==> src/rtl/imem_loader_pkg.sv <==
// Shared types and constants for the boot-time instruction-memory loader.
//   loader_state_t : frame parser states
//   BYTES_PER_WORD : stream bytes packed into one instruction word
//   CNT_W          : width of the frame word count and the word index
package imem_loader_pkg;

    typedef enum logic [2:0] {
        HDR_HI,
        HDR_LO,
        DATA,
        CSUM,
        DONE,
        ERR
    } loader_state_t;

    localparam int BYTES_PER_WORD = 4;
    localparam int CNT_W          = 16;

endpackage

==> src/rtl/imem_word_packer.sv <==
// Packs big-endian stream bytes into 32-bit words.
//   clk, rst   : clock, synchronous active-high reset
//   clear      : drop any partial word and restart the byte count
//   byte_in    : stream byte
//   shift      : byte_in is taken this cycle
//   word_out   : assembled word (valid when word_done is high)
//   word_done  : this shift supplies the 4th byte of a word
module imem_word_packer
    import imem_loader_pkg::*;
(
    input  logic        clk,
    input  logic        rst,
    input  logic        clear,
    input  logic [7:0]  byte_in,
    input  logic        shift,
    output logic [31:0] word_out,
    output logic        word_done
);

    // Only the first three bytes need storage; the fourth is taken
    // straight from byte_in so the word is complete in the same cycle.
    logic [23:0] shreg_q, shreg_d;
    logic [1:0]  cnt_q, cnt_d;

    always_comb begin
        shreg_d = shreg_q;
        cnt_d   = cnt_q;
        if (clear) begin
            shreg_d = '0;
            cnt_d   = '0;
        end else if (shift) begin
            shreg_d = {shreg_q[15:0], byte_in};
            cnt_d   = cnt_q + 2'd1;
        end
    end

    always_ff @(posedge clk) begin
        if (rst) begin
            shreg_q <= '0;
            cnt_q   <= '0;
        end else begin
            shreg_q <= shreg_d;
            cnt_q   <= cnt_d;
        end
    end

    assign word_out  = {shreg_q, byte_in};
    assign word_done = shift && !clear && (cnt_q == 2'(BYTES_PER_WORD - 1));

endmodule

==> src/rtl/imem_loader.sv <==
// Boot loader for the MIPS instruction memory. Parses a framed byte stream
// (16-bit word count, big-endian words, XOR checksum), writes each word to
// ADDR_BASE + 4*index and releases the core reset once the image verifies.
//   clk, rst              : clock, synchronous active-high reset
//   byte_valid/byte_data  : input byte stream, transfers on valid && ready
//   byte_ready            : loader accepts bytes (low once DONE or ERR)
//   mem_we/addr/wdata     : one-cycle instruction-memory write
//   cpu_rst               : core reset, released only in DONE
//   done / error          : sticky load result flags
module imem_loader
    import imem_loader_pkg::*;
#(
    parameter logic [31:0] ADDR_BASE = 32'd0,
    parameter int          MAX_WORDS = 256
) (
    input  logic        clk,
    input  logic        rst,
    input  logic        byte_valid,
    input  logic [7:0]  byte_data,
    output logic        byte_ready,
    output logic        mem_we,
    output logic [31:0] mem_addr,
    output logic [31:0] mem_wdata,
    output logic        cpu_rst,
    output logic        done,
    output logic        error
);

    localparam logic [CNT_W-1:0] MAX_N = CNT_W'(MAX_WORDS);

    loader_state_t    state_q, state_d;
    logic [CNT_W-1:0] cnt_q, cnt_d;
    logic [CNT_W-1:0] widx_q, widx_d;
    logic [7:0]       csum_q, csum_d;
    logic             we_q, we_d;
    logic [31:0]      addr_q, addr_d;
    logic [31:0]      wdata_q, wdata_d;

    logic             xfer;
    logic [CNT_W-1:0] n_full;
    logic [31:0]      word_out;
    logic             word_done;

    assign byte_ready = (state_q != DONE) && (state_q != ERR);
    assign xfer       = byte_valid && byte_ready;
    assign n_full     = {cnt_q[15:8], byte_data};

    // Packer is held clear outside DATA so every data phase starts on byte 0.
    imem_word_packer u_packer (
        .clk      (clk),
        .rst      (rst),
        .clear    (state_q != DATA),
        .byte_in  (byte_data),
        .shift    (xfer && (state_q == DATA)),
        .word_out (word_out),
        .word_done(word_done)
    );

    always_comb begin
        state_d = state_q;
        cnt_d   = cnt_q;
        widx_d  = widx_q;
        csum_d  = csum_q;
        we_d    = 1'b0;
        addr_d  = addr_q;
        wdata_d = wdata_q;

        case (state_q)
            HDR_HI: begin
                if (xfer) begin
                    cnt_d   = {byte_data, 8'h00};
                    csum_d  = csum_q ^ byte_data;
                    state_d = HDR_LO;
                end
            end
            HDR_LO: begin
                if (xfer) begin
                    cnt_d  = n_full;
                    csum_d = csum_q ^ byte_data;
                    if (n_full > MAX_N)       state_d = ERR;
                    else if (n_full == '0)    state_d = CSUM;
                    else                      state_d = DATA;
                end
            end
            DATA: begin
                if (xfer) csum_d = csum_q ^ byte_data;
                if (word_done) begin
                    we_d    = 1'b1;
                    addr_d  = ADDR_BASE + {14'd0, widx_q, 2'b00};
                    wdata_d = word_out;
                    widx_d  = widx_q + 1'b1;
                    // widx < N <= 65535, so widx+1 cannot wrap here
                    if (widx_d == cnt_q) state_d = CSUM;
                end
            end
            CSUM: begin
                if (xfer) state_d = (byte_data == csum_q) ? DONE : ERR;
            end
            DONE, ERR: ;
            default: state_d = ERR;
        endcase
    end

    always_ff @(posedge clk) begin
        if (rst) begin
            state_q <= HDR_HI;
            cnt_q   <= '0;
            widx_q  <= '0;
            csum_q  <= '0;
            we_q    <= 1'b0;
            addr_q  <= ADDR_BASE;
            wdata_q <= '0;
        end else begin
            state_q <= state_d;
            cnt_q   <= cnt_d;
            widx_q  <= widx_d;
            csum_q  <= csum_d;
            we_q    <= we_d;
            addr_q  <= addr_d;
            wdata_q <= wdata_d;
        end
    end

    assign mem_we    = we_q;
    assign mem_addr  = addr_q;
    assign mem_wdata = wdata_q;
    assign cpu_rst   = (state_q != DONE);
    assign done      = (state_q == DONE);
    assign error     = (state_q == ERR);

endmodule

==> config.mk <==
export PLATFORM = sky130hd
export DESIGN_NAME = imem_loader
export DESIGN_NICKNAME = d
export VERILOG_FILES = /design/src/rtl/imem_loader_pkg.sv /design/src/rtl/imem_word_packer.sv /design/src/rtl/imem_loader.sv
export SDC_FILE = /design/constraint.sdc
export NUM_CORES = 1
export LEC_CHECK = 0
export CAP_MARGIN = 10
export CORE_ASPECT_RATIO = 0.9
export CORE_MARGIN = 8
export CORE_UTILIZATION = 49
export CTS_CLUSTER_DIAMETER = 80
export DETAILED_ROUTE_END_ITERATION = 8
export GPL_ROUTABILITY_DRIVEN = 0
export PLACE_DENSITY = 0.77
export SLEW_MARGIN = 20
export SYNTH_ARGS = -nofsm -noshare
export SYNTH_HDL_FRONTEND = slang
export SYNTH_HIERARCHICAL = 1
export SYNTH_SLANG_ARGS = --single-unit
==> constraint.sdc <==
create_clock -name clk -period 2.3 [get_ports clk]
set_clock_uncertainty 0.2 [all_clocks]
set_input_delay 0.23 -clock clk [delete_from_list [all_inputs] [get_ports clk]]
set_output_delay 0.23 -clock clk [all_outputs]
set_load 0.1 [all_outputs]
==> metrics.txt <==
non-filler cells, final=831; CP max FO=10; Overflow after GRT=0; reg2reg setup slack=0.1 ns; Synth Register Bits=118; Hold Crit Endpoint=csum_q[1]$_SDFFE_PP0P_; Reg2Reg Launch Point=widx_q[1]$_SDFFE_PP0P_; most numerous cell in the Yosys netlist=nand2_1; worst hold path class=primary input to flip-flop; Max Clock Freq=0.454 GHz; 1st-iter DRT viols=269; Setup violations, final=0; Final period util=95.8%; register area=2370 sq um; vias in the first global route=4,301; Wirelength per Cell=15.3 um; Post-Syn Instances=618; headroom to the max-slew limit=49.9%; register area share after synthesis=45.6%; hold path startpoint=rst; reg2reg end=state_q[0]$_SDFFE_PP0P_; Power Dens Cells=826 nW/um^2; Leak=2.41 nW; Hold Violations, Final=0; Core Rows=35; XOR/XNOR Fraction of Synth Area=8.97%; synth warn=6; Total GRT Usage=17.9%; status=finished, final reports clean; Max VDD drop=0.000745 V; Reg2Reg Depth=9; first-pass detailed-route iteration total=5; placed cells=796; Synth Cell Area=5180 sq um; Slew Limit Fails=0; TritonCTS sink count=118; initial antenna violation count=0; antenna viol nets, final=0; pin count of the biggest net entering global routing=43; clk root buf=clkbuf_16; Syn Area/Cell=8.38 sq um; die area=14,100 sq um; max-cap violations=0; Setup Total Neg Slack=0 ns; Clock Pin Slew Worst Setup and Hold Paths=0.06 ns; Core Util, Final=63.2%; CP Launch Point=widx_q[1]$_SDFFE_PP0P_; crit end category=flip-flop; number of port buffers=63; Synth Area in Simple Gates=21.6%; CTS tree=built; Filler cells=870; placed wire-length estimate=8.96 mm; adder-cell share of the synthesized area=0.483%; Crit Path Class=flip-flop to flip-flop; antenna fix cells=0; worst-margin pin slew=0.752 ns; die height=114 um; Post-synth EDFFs=0; Yosys top cell by area=dfxtp_1; WL final=12.7 mm; Num CTS Buffers=17; proportion of synthesized area in mux cells=5.22%; WP data required=2.40 ns; I/O Pins=80; Synth cell types=48; area of the multi-input gates=2500 sq um; placed inst area=5840 sq um; Initial Utilization=50.5%; post-route design area=6480 sq um; Bufs on Longest Clock Path=2; first-pass GRT wire length=20.9 mm; DRC=0; Synth Area in Compound Gates=9.67%; CP Launch Type=flip-flop; layout cells sized above 1=21.8%; Tmin final=2.20 ns; Via Count=4,392; RSZ-0062 raised after global routing=false; Core ar.=10,200 sq um; Commonest cells post-synth=nand2_1, dfxtp_1, a21oi_1; Synth area leaders=dfxtp_1, nand2_1, a21oi_1; Async S/R FF share, synth=0%; Arr. time, crit path=2.30 ns; clk_lat worst skew=0.41 ns; Layout area overhead=25.2%; largest family of logic cells by synthesized area=simple AND/OR/NAND/NOR gates; Hold Crit Depth=2; total design power=0.00535 W; die width=124 um; top-area cell type share of the netlist area=45.6%; Final nets=702; via/cell ratio=5.29; Synth Flop Type=dfxtp_1; H-tree depth=4
## metal layers
metal	track usage [%]	part of all wire, %	up-vias
li1	-	-	2152
met2	28.5	46	161
met5	0	0	-
met1	21.3	43	2051
met4	7.78	2.2	0
met3	6.35	8.1	28
## report_power, final
group,switching [W],internal (W),leakage (nW)
Combinational,0.000387,0.000185,1.17
Clock,0.00101,0.00162,0.291
Sequential,0.0000539,0.00209,0.956
Total,0.00145,0.00390,2.41
## what timing repair did
item,4_1_cts,5_1_grt
endpoints found under the setup margin,0,1
gates resized for setup,0,7
hold buffers,0,0
buffers inserted,0,3
## metrics by stage
stage                     setup WS [ns]  hold slack (ns)
after detailed placement         0.0664            0.248
final                            0.0974            0.164
after global placement            0.129            0.246
after CTS                        0.0899            0.151
after global routing           0.000421            0.195
after floorplan                 0.00350            0.166
## worst max path at each step
stage | cells past startpoint | endpoint | slack (ns)
after floorplan | 11 | widx_q[9]$_SDFFE_PP0P_ | 0.004
after global placement | 7 | widx_q[9]$_SDFFE_PP0P_ | 0.13
after detailed placement | 8 | widx_q[12]$_SDFFE_PP0P_ | 0.07
after CTS | 8 | state_q[0]$_SDFFE_PP0P_ | 0.09
after global routing | 9 | state_q[0]$_SDFFE_PP0P_ | 0.0004
final | 9 | state_q[0]$_SDFFE_PP0P_ | 0.1
## area by class of cell
type,instances,area share (%)
Multi-Input combinational cell,443,38.5
Sequential cell,118,36.6
Timing Repair Buffer,103,12.8
Clock buffer,17,6.56
Clock inverter,15,2.59
Tap cell,129,2.49
Inverter,6,0.444
## cell usage in the layout (no fill, tap or decap), drive strengths merged, types with 3 or more instances in the layout
cell type / instances
nand2: 133
dfxtp: 118
buf: 94
a21oi: 63
nor2: 62
xnor2: 30
mux2i: 27
xor2: 23
clkbuf: 17
conb: 16
nor3: 12
inv: 12
o21ai: 10
nor4: 10
clkdlybuf4s50: 9
a22oi: 8
nand3: 7
nand4: 6
nand2b: 5
clkinv: 5
or3: 4
or2: 3
or4: 3
## sequential cells by signal, summed over array words and instances (netlist names)
| name | cells |
|---|---|
| u_packer/cnt_q | 2 |
| mem_wdata | 32 |
| state_q | 3 |
| u_packer/shreg_q | 24 |
| mem_we | 1 |
| widx_q | 16 |
| cnt_q | 16 |
| csum_q | 8 |
| mem_addr | 16 |
## worst max-delay path, stage by stage, from the launching register on
cell and delay [ns]:
dfxtp_2 0.33, ha_2 0.19, nand3_2 0.10, buf_4 0.19
o31ai_1 0.29, o21ai_0 0.16, a311oi_2 0.30, a21oi_1 0.08
a31oi_1 0.18, o21ai_1 0.07
## kinds of logic (layout without fill, tap and decap cells)
family / after synthesis / after routing
XOR/XNOR: 53 / 53
AO/OA/AOI/OAI: 91 / 91
AND/OR/NAND/NOR: 254 / 254
adder cells (fa/ha/maj): 2 / 2
multiplexers: 27 / 27
other: 1 / 16
flip-flops: 118 / 118
buffers and inverters: 72 / 141
No activity file was read; power rests on OpenSTA's default activity.
